===== src/rtl/sdpfifo_pkg.sv =====
// Shared definitions for the sdpfifo block: pointer width rule and the
// full/empty compare helpers used on the read/write pointers.
package sdpfifo_pkg;

    // Widest pointer the helpers accept; callers zero-extend to this width.
    localparam int unsigned PTR_MAX = 32;

    // Pointers carry one extra lap bit above the storage address bits.
    function automatic int unsigned ptr_width(input int unsigned depth);
        return depth + 32'd1;
    endfunction

    // Same lap and same address: nothing stored.
    function automatic logic ptr_empty(input logic [PTR_MAX-1:0] wr,
                                       input logic [PTR_MAX-1:0] rd);
        return (wr == rd);
    endfunction

    // Same address but opposite lap bit: writer is one full lap ahead.
    function automatic logic ptr_full(input logic [PTR_MAX-1:0] wr,
                                      input logic [PTR_MAX-1:0] rd,
                                      input int unsigned        depth);
        return ((wr ^ rd) == (32'd1 << depth));
    endfunction

endpackage


===== src/rtl/sdpfifo_mem.sv =====
// asdpmem: simple dual-port storage, synchronous write on port A and
// combinational (asynchronous) read on port B. Contents are never reset.
module asdpmem #(
    parameter int unsigned DEPTH = 6,
    parameter int unsigned WIDTH = 32
) (
    input  logic             clka,
    input  logic             ena,
    input  logic             wea,
    input  logic [DEPTH-1:0] addra,
    input  logic [WIDTH-1:0] dina,
    input  logic [DEPTH-1:0] addrb,
    output logic [WIDTH-1:0] doutb
);

    logic [WIDTH-1:0] mem_r [2**DEPTH];

    // Write port: store dina at addra when enabled and write-enabled.
    always_ff @(posedge clka) begin
        if (ena && wea) begin
            mem_r[addra] <= dina;
        end
    end

    assign doutb = mem_r[addrb];

endmodule


===== src/rtl/sdpfifo.sv =====
// sdpfifo: show-ahead synchronous FIFO with valid/ready handshakes on both
// sides, built on one asdpmem instance. Optional occupancy port enabled by
// defining SDPFIFO_LEVEL_EN.
module sdpfifo
    import sdpfifo_pkg::*;
#(
    parameter int unsigned DEPTH = 6,
    parameter int unsigned WIDTH = 32
) (
    input  logic             clk,
    input  logic             srst_n,
    input  logic             in_valid,
    output logic             in_ready,
    input  logic [WIDTH-1:0] in_data,
    output logic             out_valid,
    input  logic             out_ready,
    output logic [WIDTH-1:0] out_data
`ifdef SDPFIFO_LEVEL_EN
    ,
    output logic [DEPTH:0]   level
`endif
);

    localparam int unsigned   PW      = ptr_width(DEPTH);
    localparam logic [PW-1:0] PTR_ONE = {{(PW-1){1'b0}}, 1'b1};

    logic [PW-1:0] wr_ptr_r;
    logic [PW-1:0] rd_ptr_r;
    logic          empty_s;
    logic          full_s;
    logic          push_s;
    logic          pop_s;

    // Status flags and handshakes; all derived from registered pointers,
    // except in_ready which is also gated by reset.
    always_comb begin
        empty_s   = ptr_empty({{(PTR_MAX-PW){1'b0}}, wr_ptr_r},
                              {{(PTR_MAX-PW){1'b0}}, rd_ptr_r});
        full_s    = ptr_full({{(PTR_MAX-PW){1'b0}}, wr_ptr_r},
                             {{(PTR_MAX-PW){1'b0}}, rd_ptr_r}, DEPTH);
        in_ready  = !full_s && srst_n;
        out_valid = !empty_s;
        push_s    = in_valid && in_ready;
        pop_s     = out_valid && out_ready;
    end

    // Pointer update: reset clears both; otherwise advance on push / pop.
    always_ff @(posedge clk) begin
        if (!srst_n) begin
            wr_ptr_r <= {PW{1'b0}};
            rd_ptr_r <= {PW{1'b0}};
        end else begin
            if (push_s) begin
                wr_ptr_r <= wr_ptr_r + PTR_ONE;
            end
            if (pop_s) begin
                rd_ptr_r <= rd_ptr_r + PTR_ONE;
            end
        end
    end

    asdpmem #(
        .DEPTH (DEPTH),
        .WIDTH (WIDTH)
    ) u_mem (
        .clka  (clk),
        .ena   (1'b1),
        .wea   (push_s),
        .addra (wr_ptr_r[DEPTH-1:0]),
        .dina  (in_data),
        .addrb (rd_ptr_r[DEPTH-1:0]),
        .doutb (out_data)
    );

`ifdef SDPFIFO_LEVEL_EN
    // Occupancy: modular pointer difference, 0 .. 2**DEPTH.
    assign level = wr_ptr_r - rd_ptr_r;
`endif

endmodule


===== config.mk =====
export PLATFORM = sky130hd
export DESIGN_NAME = sdpfifo
export DESIGN_NICKNAME = d
export VERILOG_FILES = /design/src/rtl/sdpfifo_pkg.sv /design/src/rtl/sdpfifo_mem.sv /design/src/rtl/sdpfifo.sv
export SDC_FILE = /design/constraint.sdc
export NUM_CORES = 2
export LEC_CHECK = 0
export ABC_AREA = 0
export CAP_MARGIN = 40
export CORE_AREA = 3 3 518 520
export CTS_CLUSTER_SIZE = 25
export DETAILED_ROUTE_END_ITERATION = 6
export DIE_AREA = 0 0 521 523
export GPL_ROUTABILITY_DRIVEN = 0
export PLACE_DENSITY = 0.55
export SLEW_MARGIN = 30
export SYNTH_ARGS = -nofsm -noshare
export SYNTH_HDL_FRONTEND = slang
export SYNTH_HIERARCHICAL = 1
export SYNTH_SLANG_ARGS = --single-unit

===== constraint.sdc =====
create_clock -name clk -period 4.25 [get_ports clk]
set_clock_uncertainty 0.1 [all_clocks]
set_input_delay 0.85 -clock clk [delete_from_list [all_inputs] [get_ports clk]]
set_output_delay 0.85 -clock clk [all_outputs]
set_load 0.005 [all_outputs]

# == Yosys cells after proc, flatten, opt, wreduce, memory -nomap -nowiden ==
# Memory sizes are Yosys's and may differ from the RTL's. A register that Yosys moved wholly into a read port is not among the register bits.
# Index checks and enable logic that the tools add are counted.
# word_totals
out_inout_bits,34
mem_bits_rw,2048
mem_count,1
reg_bits,14
in_bits,36
elab_cells,17
# op_classes
bitwise_logic,1
n_eq_ne,2
muxes,4
reduce_logical,5
n_addsub,2
# mem_list
name,depth,word_bits,rd,rd_ports_with_merged_regs,write_ports,line,source
u_mem.mem_r,64,32,1,1,1,sdpfifo_mem.sv:16,logic [WIDTH-1:0] mem_r [2**DEPTH];
# ops
cell,count
7-bit by 1-bit adder with 7-bit output (second input constant),2
6-bit 2-to-1 mux,2
7-bit == test,1
7-bit == test (second input constant),1
7-bit bitwise XOR,1
1-bit logical AND,3
1-bit zero test,2
1-bit 2-to-1 mux,2

# == Depth between registers and ports, before layout ==
# logic_depth
depth_word,7
mapped_depth,10
depth_no_buf,8

# == By module ==
# The synthesis kept the hierarchy.
# modules_own_cells
mod,instances,seq_area_each_um2,area_per_inst_um2,cells_per_inst
asdpmem,1,61499.0,78195.0,3468
sdpfifo,1,280.3,757.0,89

# == Worst setup path before layout ==
# Ideal clock, no wire load.
# synth_timing
path_kind,input -> register
from,in srst_n
to,"mem u_mem.mem_r[62][0], enable pin"
setup_ps,421
cell_stages,8
path_slack_ps,382
arrival_ps,3347
path_buffers,2
required_time_ps,3729
cell_sequence,clkbuf_1 > inv_1 > clkbuf_1 > nor2_1 > nand2_1 > nor2_1 > nand3_1 > nor2_1
# synth_between
elab_chain_cells,4
# synth_rtl
item,line,source
start: declaration,sdpfifo.sv:11,"input logic srst_n,"
1-bit logical AND,sdpfifo.sv:41,in_ready = !full_s && srst_n;
1-bit logical AND,sdpfifo.sv:43,push_s = in_valid && in_ready;
net push_s,sdpfifo.sv:31,logic push_s;
1-bit 2-to-1 mux,sdpfifo_mem.sv:20,if (ena && wea) begin
1-bit 2-to-1 mux (not written as such),sdpfifo_mem.sv:21,mem_r[addra] <= dina;
end: declaration,sdpfifo_mem.sv:16,
# The timed path passes the listed nets, and every way through them passes these cells.

==> metrics <==
share of layout cells above drive strength 1=38.44%; Comb pwr share=12.7%; synth warn=6; unique cell type count in the Yosys netlist=55; worst reg2reg path depth=12; post-route ant nets=0; Hold Path Depth=1; maximum VDD drop=458.1 µV; Top FF cell, synth=edfxtp_1; cell mode on critical path=buf_12; CP bufs+invs=5; hold worst-path end=u_mem/mem_r[4][24]; FMAX=232.1 MHz; Max Fanout on Critical Path=6; Initial DRC Count=4880; largest net degree at the start of global routing=65; CTS Buf Count=202; Root Buffer=clkbuf_16; Flop pwr share=49.6%; RSZ-0062 raised after global routing=true; number of I/O pins=70; failing checks=negative setup slack; dpl hpwl=140200 µm; initial antenna violation count=19; Cell Area, Synth=0.07895 mm²; Clk Latency, worst-skew pair=0.84 ns; chip height=523 µm; Setup TNS=-0.05878 ns; Initial Util=29.84%; hold buffers post-CTS=0; top cells by area, synth=edfxtp_1 (78%), mux4_2 (14%), mux2i_1 (0.93%); vias in the first global route=40940; CTS sink cnt=2062; relative slew slack=42.24%; Post-route DRC=0; # H-tree levels=4; clk slew on worst S/H paths=0.06 ns; # setup viols final=1; EDFF count, synth=2048; final setup margin=-0.05878 ns; Worst R2R Start=rd_ptr_r[0]; Slew @ Worst Pin=0.8638 ns; Slowest-stage cell, CP=mux4_2; top-count cell post-synth=edfxtp_1; largest area contributor in the netlist=edfxtp_1; TritonRoute pass-1 iters=5; Core Util, Final=36.92%; maximum root-to-sink buffer count=3; Synth top area share=77.89%; Crit path arrival time=3.36 ns; Die Wd=521 µm; Mean Syn Cell Area=22.20 µm²; Switch Pwr=10320 µW; CP Launch Type=flip-flop; Final Critical Period=4.309 ns; Synth Register Bits=2062; sequential share of the synthesized area=78.25%; Overall Global Routing Usage=17.11%; Top Family by Delay on Critical Path=simple AND/OR/NAND/NOR gates; Tightest Hold Check Type=in -> reg; worst hold start=in_data[24]; CTS tree=yes; async set-or-reset flop fraction in the synthesized netlist=0%; Commonest cells post-synth=edfxtp_1 (2048), mux4_2 (476), nand2_1 (109); max-cap violations=0; first-pass GRT wire length=329400 µm; CP peak stage delay=0.50 ns; crit end category=output pin; worst reg-to-reg setup slack=0.66 ns; Vias/cell=5.195; Setup CP Type=reg -> out; WL final=235400 µm; Die ar.=0.2725 mm²; cells along the critical path=buf_12 -> buf_16 -> buf_12 -> buf_12 -> mux4_2 -> a22oi_2 -> nand4_1 -> and3_4 -> buf_6; internal power=34790 µW; CP required=3.30 ns; Layout Nets=4218; Core Footprint=0.2646 mm²; area grow syn2layout=23.74%; num rows=189; fin crit share=101.4%; Clock Power Share=37.7%; Post-Synthesis Cells=3557; status=complete, but fails checks; PwrDens=461.7 mW/mm²; Leak=0.02962 µW; port bufs=69; final hold viol count=0; Slew Viols, Final=0; post-DR wirelength/cell=29.86 µm; vias after detailed routing=40950; switching share of total power=22.88%; Fillers=23950; RR Endpoint=u_mem/mem_r[61][19]; gr ovfl total=0
-- worst max path at each step --
stage	startpoint	endpoint	slack (ns)	depth (start not counted)
2_1_floorplan	srst_n	u_mem/mem_r[62][0]	0.38	8
3_3_place_gp	rd_ptr_r[2]	out_data[1]	-0.22	10
3_5_place_dp	rd_ptr_r[0]	out_data[1]	-0.18	10
4_1_cts	rd_ptr_r[0]	out_data[21]	-0.13	9
5_1_grt	rd_ptr_r[0]	out_data[21]	-0.10	9
6_report	rd_ptr_r[0]	out_data[21]	-0.06	9
-- registers in the layout, indices dropped and copies added, names as in the netlist --
| name | flops |
|---|---|
| u_mem/mem_r | 2048 |
| rd_ptr_r | 7 |
| wr_ptr_r | 7 |
-- timing repair --
item                                    CTS  global route
pin swaps                               132            63
gates cloned                             26             4
buffers inserted                        133            30
endpoints found under the setup margin   33            31
resized for setup                       505            82
-- worst reg2reg max path, cell delays in order (launching register included) --
cell,delay [ns]
dfxtp_4,0.37
buf_12,0.17
buf_4,0.15
buf_16,0.15
xor2_1,0.20
nor4_2,0.09
a31o_1,0.24
nor2_1,0.16
and3_1,0.25
nand2_1,0.43
buf_4,0.37
nor2_4,0.14
buf_4,0.35
-- per-stage QoR --
step / cells / power [µW] / hold slack (ns) / area (µm²) / setup WS, ns
after global placement: 7324 / 27080 / 0.3803 / 86990 / -0.2194
after CTS: 7848 / 45380 / 0.2814 / 97150 / -0.1318
after floorplan: 3558 / 25550 / 0.3633 / 78960 / 0.3815
after global routing: 7878 / 46570 / 0.2115 / 97680 / -0.1007
after detailed placement: 7332 / 27130 / 0.3859 / 87200 / -0.1836
final: 7883 / 45110 / 0.2364 / 97690 / -0.05878
-- power by group through the flow --
stage	registers (µW)	logic [µW]	clock network [µW]
floorplan	22800	2730	0
global placement	22800	4240	0
detailed placement	22800	4290	0
CTS	22400	5680	17300
global route	22400	6050	18100
finish	22400	5740	17000
-- per-layer routing --
layer	track usage, %	vias to the layer above	share of wire [%]
met5	0	-	0.012
met4	4.336	4	2.5
li1	-	16430	-
met3	2.982	294	7.0
met1	23.76	22560	42
met2	27.93	1664	48
-- placed cells by master, fill, tap and decap left out, drive strengths merged, types with 6 or more instances in the layout --
| master | netlist | layout |
|---|---|---|
| a211oi | 32 | 32 |
| a21oi | 32 | 32 |
| a22oi | 54 | 54 |
| a311o | 6 | 6 |
| a31oi | 8 | 8 |
| and3 | 14 | 14 |
| buf | 134 | 598 |
| bufbuf | 0 | 7 |
| bufinv | 0 | 8 |
| clkbuf | 66 | 264 |
| clkinv | 0 | 91 |
| dfxtp | 14 | 14 |
| diode | 0 | 6 |
| edfxtp | 2048 | 2048 |
| inv | 5 | 15 |
| mux2 | 25 | 25 |
| mux2i | 73 | 73 |
| mux4 | 476 | 476 |
| nand2 | 109 | 109 |
| nand2b | 21 | 21 |
| nand3 | 72 | 72 |
| nand4 | 50 | 50 |
| nor2 | 96 | 96 |
| nor2b | 24 | 24 |
| nor3 | 10 | 10 |
| nor4 | 7 | 7 |
| o211a | 8 | 8 |
| o21ai | 17 | 17 |
| o221ai | 52 | 52 |
| o22a | 6 | 6 |
| o22ai | 56 | 56 |
| or3 | 6 | 6 |
| xor2 | 8 | 8 |
-- cells by family (layout without fill, tap and decap cells) --
group,count (synthesis),after routing,synth area share (%)
XOR/XNOR,8,8,0.08875
multiplexers,574,574,14.86
adder cells (fa/ha/maj),2,2,0.03169
AND/OR/NAND/NOR,423,423,2.609
flip-flops,2062,2062,78.25
buffers and inverters,205,991,1.580
AO/OA/AOI/OAI,282,282,2.577
other,1,8,0.004750
-- area by class of cell --
class	count	area, µm²	share of cell area (%)
Sequential cell	2062	61800	63.25
Multi-Input combinational cell	1291	18030	18.46
Timing Repair Buffer	618	7249	7.420
Clock buffer	257	5325	5.451
Tap cell	3533	4420	4.525
Clock inverter	111	834.6	0.8542
Inverter	5	18.77	0.01921
Antenna cell	6	15.01	0.01537
Note: power is estimated with default switching activity, not from simulation.
